File: src/rtl/mips_multicycle_control.sv
// Multicycle MIPS control unit: Moore FSM sequencing fetch/decode/execute
// for lw, sw, R-type ALU ops, beq, addi and j. Unsupported opcodes and
// R-type functs are flagged with a single-cycle IllegalOp/InstrDone pulse.
module mips_multicycle_control (
  input  logic       clk,
  input  logic       reset,
  input  logic [5:0] Op,
  input  logic [5:0] Funct,
  input  logic       Zero,
  output logic [3:0] ALUControl,
  output logic       ALUSrcA,
  output logic [1:0] ALUSrcB,
  output logic       IorD,
  output logic       MemWrite,
  output logic       IRWrite,
  output logic       RegDst,
  output logic       MemtoReg,
  output logic       RegWrite,
  output logic [1:0] PCSrc,
  output logic       PCEn,
  output logic       InstrDone,
  output logic       IllegalOp
);

  typedef enum logic [3:0] {
    StFetch   = 4'd0,
    StDecode  = 4'd1,
    StMemAdr  = 4'd2,
    StMemRd   = 4'd3,
    StMemWb   = 4'd4,
    StMemWr   = 4'd5,
    StExecute = 4'd6,
    StAluWb   = 4'd7,
    StBranch  = 4'd8,
    StAddiEx  = 4'd9,
    StAddiWb  = 4'd10,
    StJump    = 4'd11
  } state_e;

  localparam logic [5:0] OpRtype = 6'b000000;
  localparam logic [5:0] OpLw    = 6'b100011;
  localparam logic [5:0] OpSw    = 6'b101011;
  localparam logic [5:0] OpBeq   = 6'b000100;
  localparam logic [5:0] OpAddi  = 6'b001000;
  localparam logic [5:0] OpJ     = 6'b000010;

  localparam logic [3:0] AluAdd = 4'b0010;
  localparam logic [3:0] AluSub = 4'b0110;
  localparam logic [3:0] AluAnd = 4'b0011;
  localparam logic [3:0] AluOr  = 4'b0100;
  localparam logic [3:0] AluXor = 4'b0101;

  state_e state_q, state_d;
  logic   pc_write;
  logic   branch;

  // State register; reset wins over any pending transition.
  always_ff @(posedge clk) begin
    if (reset) state_q <= StFetch;
    else       state_q <= state_d;
  end

  // Next-state and output decode; reset forces the idle output pattern.
  always_comb begin
    state_d    = state_q;
    ALUControl = AluAdd;
    ALUSrcA    = 1'b0;
    ALUSrcB    = 2'b00;
    IorD       = 1'b0;
    MemWrite   = 1'b0;
    IRWrite    = 1'b0;
    RegDst     = 1'b0;
    MemtoReg   = 1'b0;
    RegWrite   = 1'b0;
    PCSrc      = 2'b00;
    InstrDone  = 1'b0;
    IllegalOp  = 1'b0;
    pc_write   = 1'b0;
    branch     = 1'b0;

    unique case (state_q)
      StFetch: begin
        IRWrite  = 1'b1;
        ALUSrcB  = 2'b01;
        pc_write = 1'b1;
        state_d  = StDecode;
      end
      StDecode: begin
        // Speculative branch target: PC+4 + (imm << 2)
        ALUSrcB = 2'b11;
        case (Op)
          OpLw, OpSw: state_d = StMemAdr;
          OpRtype:    state_d = StExecute;
          OpBeq:      state_d = StBranch;
          OpAddi:     state_d = StAddiEx;
          OpJ:        state_d = StJump;
          default: begin
            state_d   = StFetch;
            IllegalOp = 1'b1;
            InstrDone = 1'b1;
          end
        endcase
      end
      StMemAdr: begin
        ALUSrcA = 1'b1;
        ALUSrcB = 2'b10;
        state_d = (Op == OpLw) ? StMemRd : StMemWr;
      end
      StMemRd: begin
        IorD    = 1'b1;
        state_d = StMemWb;
      end
      StMemWb: begin
        MemtoReg  = 1'b1;
        RegWrite  = 1'b1;
        InstrDone = 1'b1;
        state_d   = StFetch;
      end
      StMemWr: begin
        IorD      = 1'b1;
        MemWrite  = 1'b1;
        InstrDone = 1'b1;
        state_d   = StFetch;
      end
      StExecute: begin
        ALUSrcA = 1'b1;
        state_d = StAluWb;
        case (Funct)
          6'b100000: ALUControl = AluAdd;
          6'b100010: ALUControl = AluSub;
          6'b100100: ALUControl = AluAnd;
          6'b100101: ALUControl = AluOr;
          6'b100110: ALUControl = AluXor;
          default: begin
            // Abort before write-back so no register is touched
            IllegalOp = 1'b1;
            InstrDone = 1'b1;
            state_d   = StFetch;
          end
        endcase
      end
      StAluWb: begin
        RegDst    = 1'b1;
        RegWrite  = 1'b1;
        InstrDone = 1'b1;
        state_d   = StFetch;
      end
      StBranch: begin
        ALUSrcA    = 1'b1;
        ALUControl = AluSub;
        PCSrc      = 2'b01;
        branch     = 1'b1;
        InstrDone  = 1'b1;
        state_d    = StFetch;
      end
      StAddiEx: begin
        ALUSrcA = 1'b1;
        ALUSrcB = 2'b10;
        state_d = StAddiWb;
      end
      StAddiWb: begin
        RegWrite  = 1'b1;
        InstrDone = 1'b1;
        state_d   = StFetch;
      end
      StJump: begin
        PCSrc     = 2'b10;
        pc_write  = 1'b1;
        InstrDone = 1'b1;
        state_d   = StFetch;
      end
      default: state_d = StFetch;
    endcase

    if (reset) begin
      ALUControl = AluAdd;
      ALUSrcA    = 1'b0;
      ALUSrcB    = 2'b00;
      IorD       = 1'b0;
      MemWrite   = 1'b0;
      IRWrite    = 1'b0;
      RegDst     = 1'b0;
      MemtoReg   = 1'b0;
      RegWrite   = 1'b0;
      PCSrc      = 2'b00;
      InstrDone  = 1'b0;
      IllegalOp  = 1'b0;
      pc_write   = 1'b0;
      branch     = 1'b0;
    end
  end

  // PC update: unconditional writes, or taken branch
  assign PCEn = pc_write | (branch & Zero);

endmodule

File: config.mk
export PLATFORM = sky130hd
export DESIGN_NAME = mips_multicycle_control
export DESIGN_NICKNAME = d
export VERILOG_FILES = /design/src/rtl/mips_multicycle_control.sv
export SDC_FILE = /design/constraint.sdc
export NUM_CORES = 1
export LEC_CHECK = 0
export CAP_MARGIN = 20
export CORE_AREA = 3 3 41 47
export DETAILED_ROUTE_END_ITERATION = 8
export DIE_AREA = 0 0 44 50
export GPL_TIMING_DRIVEN = 0
export PLACE_DENSITY = 0.81
export SLEW_MARGIN = 10
export SYNTH_ARGS = -nofsm -noshare
export SYNTH_HDL_FRONTEND = slang
export SYNTH_SLANG_ARGS = --single-unit
File: constraint.sdc
create_clock -name clk -period 3.1 [get_ports clk]
set_clock_uncertainty 0.2 [all_clocks]
set_input_delay 0.775 -clock clk [delete_from_list [all_inputs] [get_ports clk]]
set_output_delay 0.775 -clock clk [all_outputs]
set_load 0.02 [all_outputs]
==> impl_metrics.ini, run 1 <==
[run_status]
status = finished clean

[final_layout]
final_common_cell = dlygate4sd2_1
final_cells = 140
nets = 140
drive_gt1_frac = 0.220
n_antenna_cell = 0
syn_to_final_growth_pct = 71.4
largest_register_ffs = 4
layout_common_cells = 12 x dlygate4sd2_1, 10 x nor3_1, 10 x dlymetal6s2s_1, 9 x nor2_1
reg.largest.list = state_q x4
largest-register = state_q
final_area_um2 = 1050

[clock_tree]
htree_num_levels = 1
insertion_delay_ps = 230
cts_buffers = 3
cts_sinks = 4
tritoncts = built
cts_hold_buf = 0
clkSlewWorstSetupHoldPaths_ps = 40
cts_root_buffer = clkbuf_4
clock_path_buffers = 2

[yosys]
synth_area_um2 = 612
syn_inst = 87
yosys_warnings = 0
syn-num-nets = 102
ys_seq_area_frac = 0.131
yosys_register_bits = 4
synth-async-reset-ratio = 0
synth_edf_count = 0
syn_avg_cell_area_um2 = 7.03
ys.flop_type = dfxtp_1
yosysUniqueCellTypes = 39

[global_routing]
first_global_vias = 743
grt_max_degree = 11
grt_overflow = 0
grt_first_pass_wirelength_um = 3310
antenna_found_initial = 0
grt_usage = 0.190

[sta]
rsz0062_at_grt = yes
setup_viol = 0
drv_slew = 0
fmax_ghz = 0.326
hold_violations = 0
period_minus_slack_ps = 3060
setup_ws_ps = 37.1
post-route-period-util = 0.988
hold-worst-slack_ps = 505

[route]
vias_per_cell = 5.84
final_antenna_net_count = 0
drtIter0Drc = 21
wl_um = 2100
vias = 818
wire_per_inst_um = 15.0
dr.pass1.iters = 4
drcViolationCount = 0

[flow_run]
maxCapViolations = 0

[floorplan]
ios = 33
die_y_um = 50
core_area_um2 = 1540
die_w_um = 44
start_util = 0.398
design.die.area_um2 = 2200
row_count = 15

[power]
seqPwrFrac = 0.271
cellLeakagePower_nw = 0.552
power.share.clock = 0.301
internal_power_mw = 0.138
swShare = 0.328
ir_drop_mv = 0.180
net-switching-power_mw = 0.0673
power_density_nw_per_um2 = 196
p_comb_frac = 0.428

[critical_path]
worst-path-max-fanout = 10
cp-start-kind = input pin
critPathKind = input pin to output port
required_ps = 2120
cp.arrival_ps = 2090
end_kind = output port

[placement]
dpl_cell_area_um2 = 950
dp.cells = 135
place_ws_ps = -584
gp_congestion = 0.832
dp_hpwl_um = 1490
port_buffers = 31

[worst_hold_path]
hold_path_class = flip-flop to flip-flop
-- cell usage after synthesis (all sizes together) (3+ instances only) --
cell type / number / area (um^2)
nor4: 4 / 25.0
a21oi: 4 / 20.0
buf: 6 / 53.8
nor2b: 3 / 18.8
nand2: 4 / 15.0
dfxtp: 4 / 80.1
nand2b: 7 / 46.3
xor2: 3 / 26.3
nor2: 9 / 33.8
nor3: 11 / 55.1
-- cell type report --
type / instances / area [um^2]
flip-flops and latches: 4 / 80.1
plain buffers: 6 / 53.8
inverters: 2 / 7.51
fillers: 130 / 490
repair buffers: 33 / 323
clock buffers: 3 / 22.5
well taps: 17 / 21.3
multi-input cells: 75 / 541
-- power groups by stage --
stage	logic [mW]	registers (mW)	clock network [mW]
detailed placement	0.0859	0.0558	0
floorplan	0.0432	0.0555	0
global placement	0.0850	0.0558	0
CTS	0.0833	0.0551	0.0638
global route	0.0947	0.0558	0.0694
finish	0.0880	0.0556	0.0618
-- cells by family (layout without fill, tap and decap cells) --
family                 Yosys count  in the layout  share of synthesized area
multiplexers                     1              1                     0.0164
AND/OR/NAND/NOR                 46             46                      0.407
buffers and inverters            8             44                      0.100
XOR/XNOR                         4              4                     0.0573
flip-flops                       4              4                      0.131
AO/OA/AOI/OAI                   23             23                      0.282
other                            1              1                    0.00613
-- worst paths after layout --
check	from	endpoint	slack (ps)	cells past startpoint
max	reset	PCEn	40	6
min	state_q[2]$_SDFF_PP0_	state_q[3]$_SDFF_PP0_	500	2
max reg2reg	state_q[1]$_SDFF_PP0_	state_q[2]$_SDFF_PP0_	1420	4
min reg2reg	state_q[2]$_SDFF_PP0_	state_q[3]$_SDFF_PP0_	500	2
-- critical path, cell delays in order --
cell and delay (ps):
clkdlybuf4s15_1 320, buf_6 190, nand3b_1 130, nor2_1 70, a211o_1 280, dlygate4sd2_1 330
-- per-stage QoR --
step	util	TNS (ps)	power (mW)
after floorplan	-	0	0.0987
after global placement	0.617	-4520	0.141
after detailed placement	0.617	-4700	0.142
after CTS	0.637	-9.95	0.202
after global routing	0.681	-19.9	0.220
final	0.681	0	0.205
-- layer usage --
metal	part of all wire	global-route usage	wire [um]	vias to the layer above
met1	0.41	0.241	861	394
met2	0.54	0.333	1120	21
met5	0	0	0	-
li1	-	-	-	403
met3	0.053	0.0292	111	0
met4	0	0.0302	0	0
-- repair_timing --
item,4_1_cts,5_1_grt
endpoints found under the setup margin,17,9
hold endpoints to repair,0,0
pin swaps,1,2
gates resized for setup,35,16
setup buffers,1,1
No activity file was read; power rests on OpenSTA's default activity.
==> inputs of run 2 (changes only) <==
- CORE_AREA: 3 3 41 47 -> 2 2 40 46
- CTS_CLUSTER_SIZE: not set -> 10
- DIE_AREA: 0 0 44 50 -> 0 0 42 48
- SETUP_SLACK_MARGIN: not set -> 0.5
==> run 2 against run 1 <==
  * Die area decreased by 8.4%
  * Global-route usage grew 3.8 points
  * Wire length increased by 23%
  * Power grew 13%
  * Clock-buffer cell count unchanged
  * Non-clock buffer count up 12
  * First-iteration DRC count fell by 62%
  * Critical path type unchanged
  * Critical endpoint is now InstrDone
  * Highest routed layer is now met4
==> impl_metrics.ini, run 2 (synthesis gave the netlist of run 1 again) <==
[run_status]
status = finished clean

[final_layout]
layout_common_cells = 16 x buf_4, 11 x buf_2, 9 x buf_6, 8 x nor2_1, 8 x nor3_1
largest-register = state_q
n_antenna_cell = 0
final_common_cell = buf_4
fill_cells = 119
final_cells = 152
seqCellArea_um2 = 82.6
reg.largest.list = state_q x4
syn_to_final_growth_pct = 90.8
largest_register_ffs = 4
drive_gt1_frac = 0.504
multi_input_area_um2 = 613
nets = 152

[critical_path]
worst-path-max-fanout = 2
cp.arrival_ps = 1870
cp-start-kind = input pin
path_buf_inv = 2
slowest_delay_ps = 270
required_ps = 2120
r2r_slack_ps = 1360
r2r_end = state_q[2]$_SDFF_PP0_
r2r_start = state_q[0]$_SDFF_PP0_
critPathSlowestCell = nand4_1
r2r_cells = 4
cpLargestDelayFamily = compound AO/OA/AOI/OAI gates
critPathKind = input pin to output port
end_kind = output port
crit_path_cell_trace = buf_8 > xor2_1 > o211ai_1 > nand4_1 > o311ai_4 > buf_6

[global_routing]
grt_first_pass_wirelength_um = 3420
antenna_found_initial = 0
first_global_vias = 776
grt_overflow = 0
grt_usage = 0.228
grt_max_degree = 11

[route]
drtIter0Drc = 8
drcViolationCount = 0
vias_per_cell = 5.78
wl_um = 2580
final_antenna_net_count = 0
wire_per_inst_um = 17.0
dr.pass1.iters = 4
vias = 878

[power]
power.share.clock = 0.281
seqPwrFrac = 0.244
cellLeakagePower_nw = 0.508
p_comb_frac = 0.475
internal_power_mw = 0.153
ir_drop_mv = 0.188
finalPower_mw = 0.232
swShare = 0.342
power_density_nw_per_um2 = 199
net-switching-power_mw = 0.0794

[floorplan]
die_w_um = 42
row_count = 15
start_util = 0.402
design.die.area_um2 = 2020
core_area_um2 = 1520
ios = 33
die_y_um = 48

[sta]
setup_viol = 0
hold-worst-slack_ps = 448
period_minus_slack_ps = 2840
fin_tns_setup_ps = 0
fmax_ghz = 0.352
post-route-period-util = 0.917
hold_violations = 0
rsz0062_at_grt = yes
setup_ws_ps = 257
drv_slew = 0

[clock_tree]
insertion_delay_ps = 240
clkSlewWorstSetupHoldPaths_ps = 40
cts_root_buffer = clkbuf_4
cts_buffers = 3
cts_sinks = 4
htree_num_levels = 1
clock_path_buffers = 2
tritoncts = built

[placement]
dp_hpwl_um = 1430
port_buffers = 31
dp.cells = 135
place_ws_ps = -560
gp_congestion = 0.847

[worst_hold_path]
whs_path_depth = 2
whs_endpoint = state_q[3]$_SDFF_PP0_
hold_path.startpoint = state_q[2]$_SDFF_PP0_
hold_path_class = flip-flop to flip-flop

[flow_run]
maxCapViolations = 0
[run 2: cell types whose count changed in the layout (fill, tap and decap cells not counted), sizes merged]
cell | before | now
buf | 11 | 39
dlymetal6s2s | 10 | 0
clkdlybuf4s50 | 5 | 1
clkdlybuf4s15 | 1 | 2
clkbuf | 3 | 7
dlygate4sd2 | 12 | 5
[run 2: power groups by stage]
stage               Clock [mW]  Combinational [mW]  Sequential [mW]
floorplan                    0              0.0448           0.0556
global placement             0              0.0868           0.0559
detailed placement           0              0.0875           0.0560
CTS                     0.0663              0.0971           0.0554
global route            0.0675               0.117           0.0567
finish                  0.0653               0.110           0.0566
[run 2: area by class of cell]
type | count | area share
repair buffers | 45 | 0.314
plain buffers | 6 | 0.0461
inverters | 2 | 0.00643
clock buffers | 3 | 0.0193
flip-flops and latches | 4 | 0.0707
multi-input cells | 75 | 0.525
well taps | 17 | 0.0182
[run 2: how the worst max path moves through the flow]
stage              from        end  slack (ps)  cells past startpoint
2_1_floorplan     reset       PCEn         420                      3
3_3_place_gp      Op[3]  InstrDone        -560                      6
3_5_place_dp      Op[3]  InstrDone        -560                      6
4_1_cts        Funct[3]  InstrDone         340                      6
5_1_grt           Op[4]  InstrDone         240                      6
6_report          Op[2]  InstrDone         260                      6
[run 2: what timing repair did]
item,in CTS,in global routing
endpoints found under the setup margin,17,14
gates resized for setup,121,26
cloned,0,0
buffers inserted,11,3
pin swaps,13,7
hold buffers,0,0
[run 2: worst register-to-register path, delay by kind of cell, from the launching register on]
family / cells / cell delay (ps)
AOI/OAI and AO/OA: 3 / 820
DFF: 1 / 360
and+or+nand+nor: 1 / 270
[run 2: stage by stage]
| step | utilization | instance area [um^2] |
|---|---|---|
| global route | 0.768 | 1170 |
| global placement | 0.636 | 967 |
| CTS | 0.731 | 1110 |
| floorplan | - | 636 |
| finish | 0.768 | 1170 |
| detailed placement | 0.636 | 967 |
[run 2: routing by layer]
layer | up-vias | part of all wire | global-route usage
met1 | 409 | 0.39 | 0.231
met2 | 40 | 0.54 | 0.497
met3 | 6 | 0.053 | 0.0377
met5 | - | 0 | 0
li1 | 423 | - | -
met4 | 0 | 0.022 | 0.0452
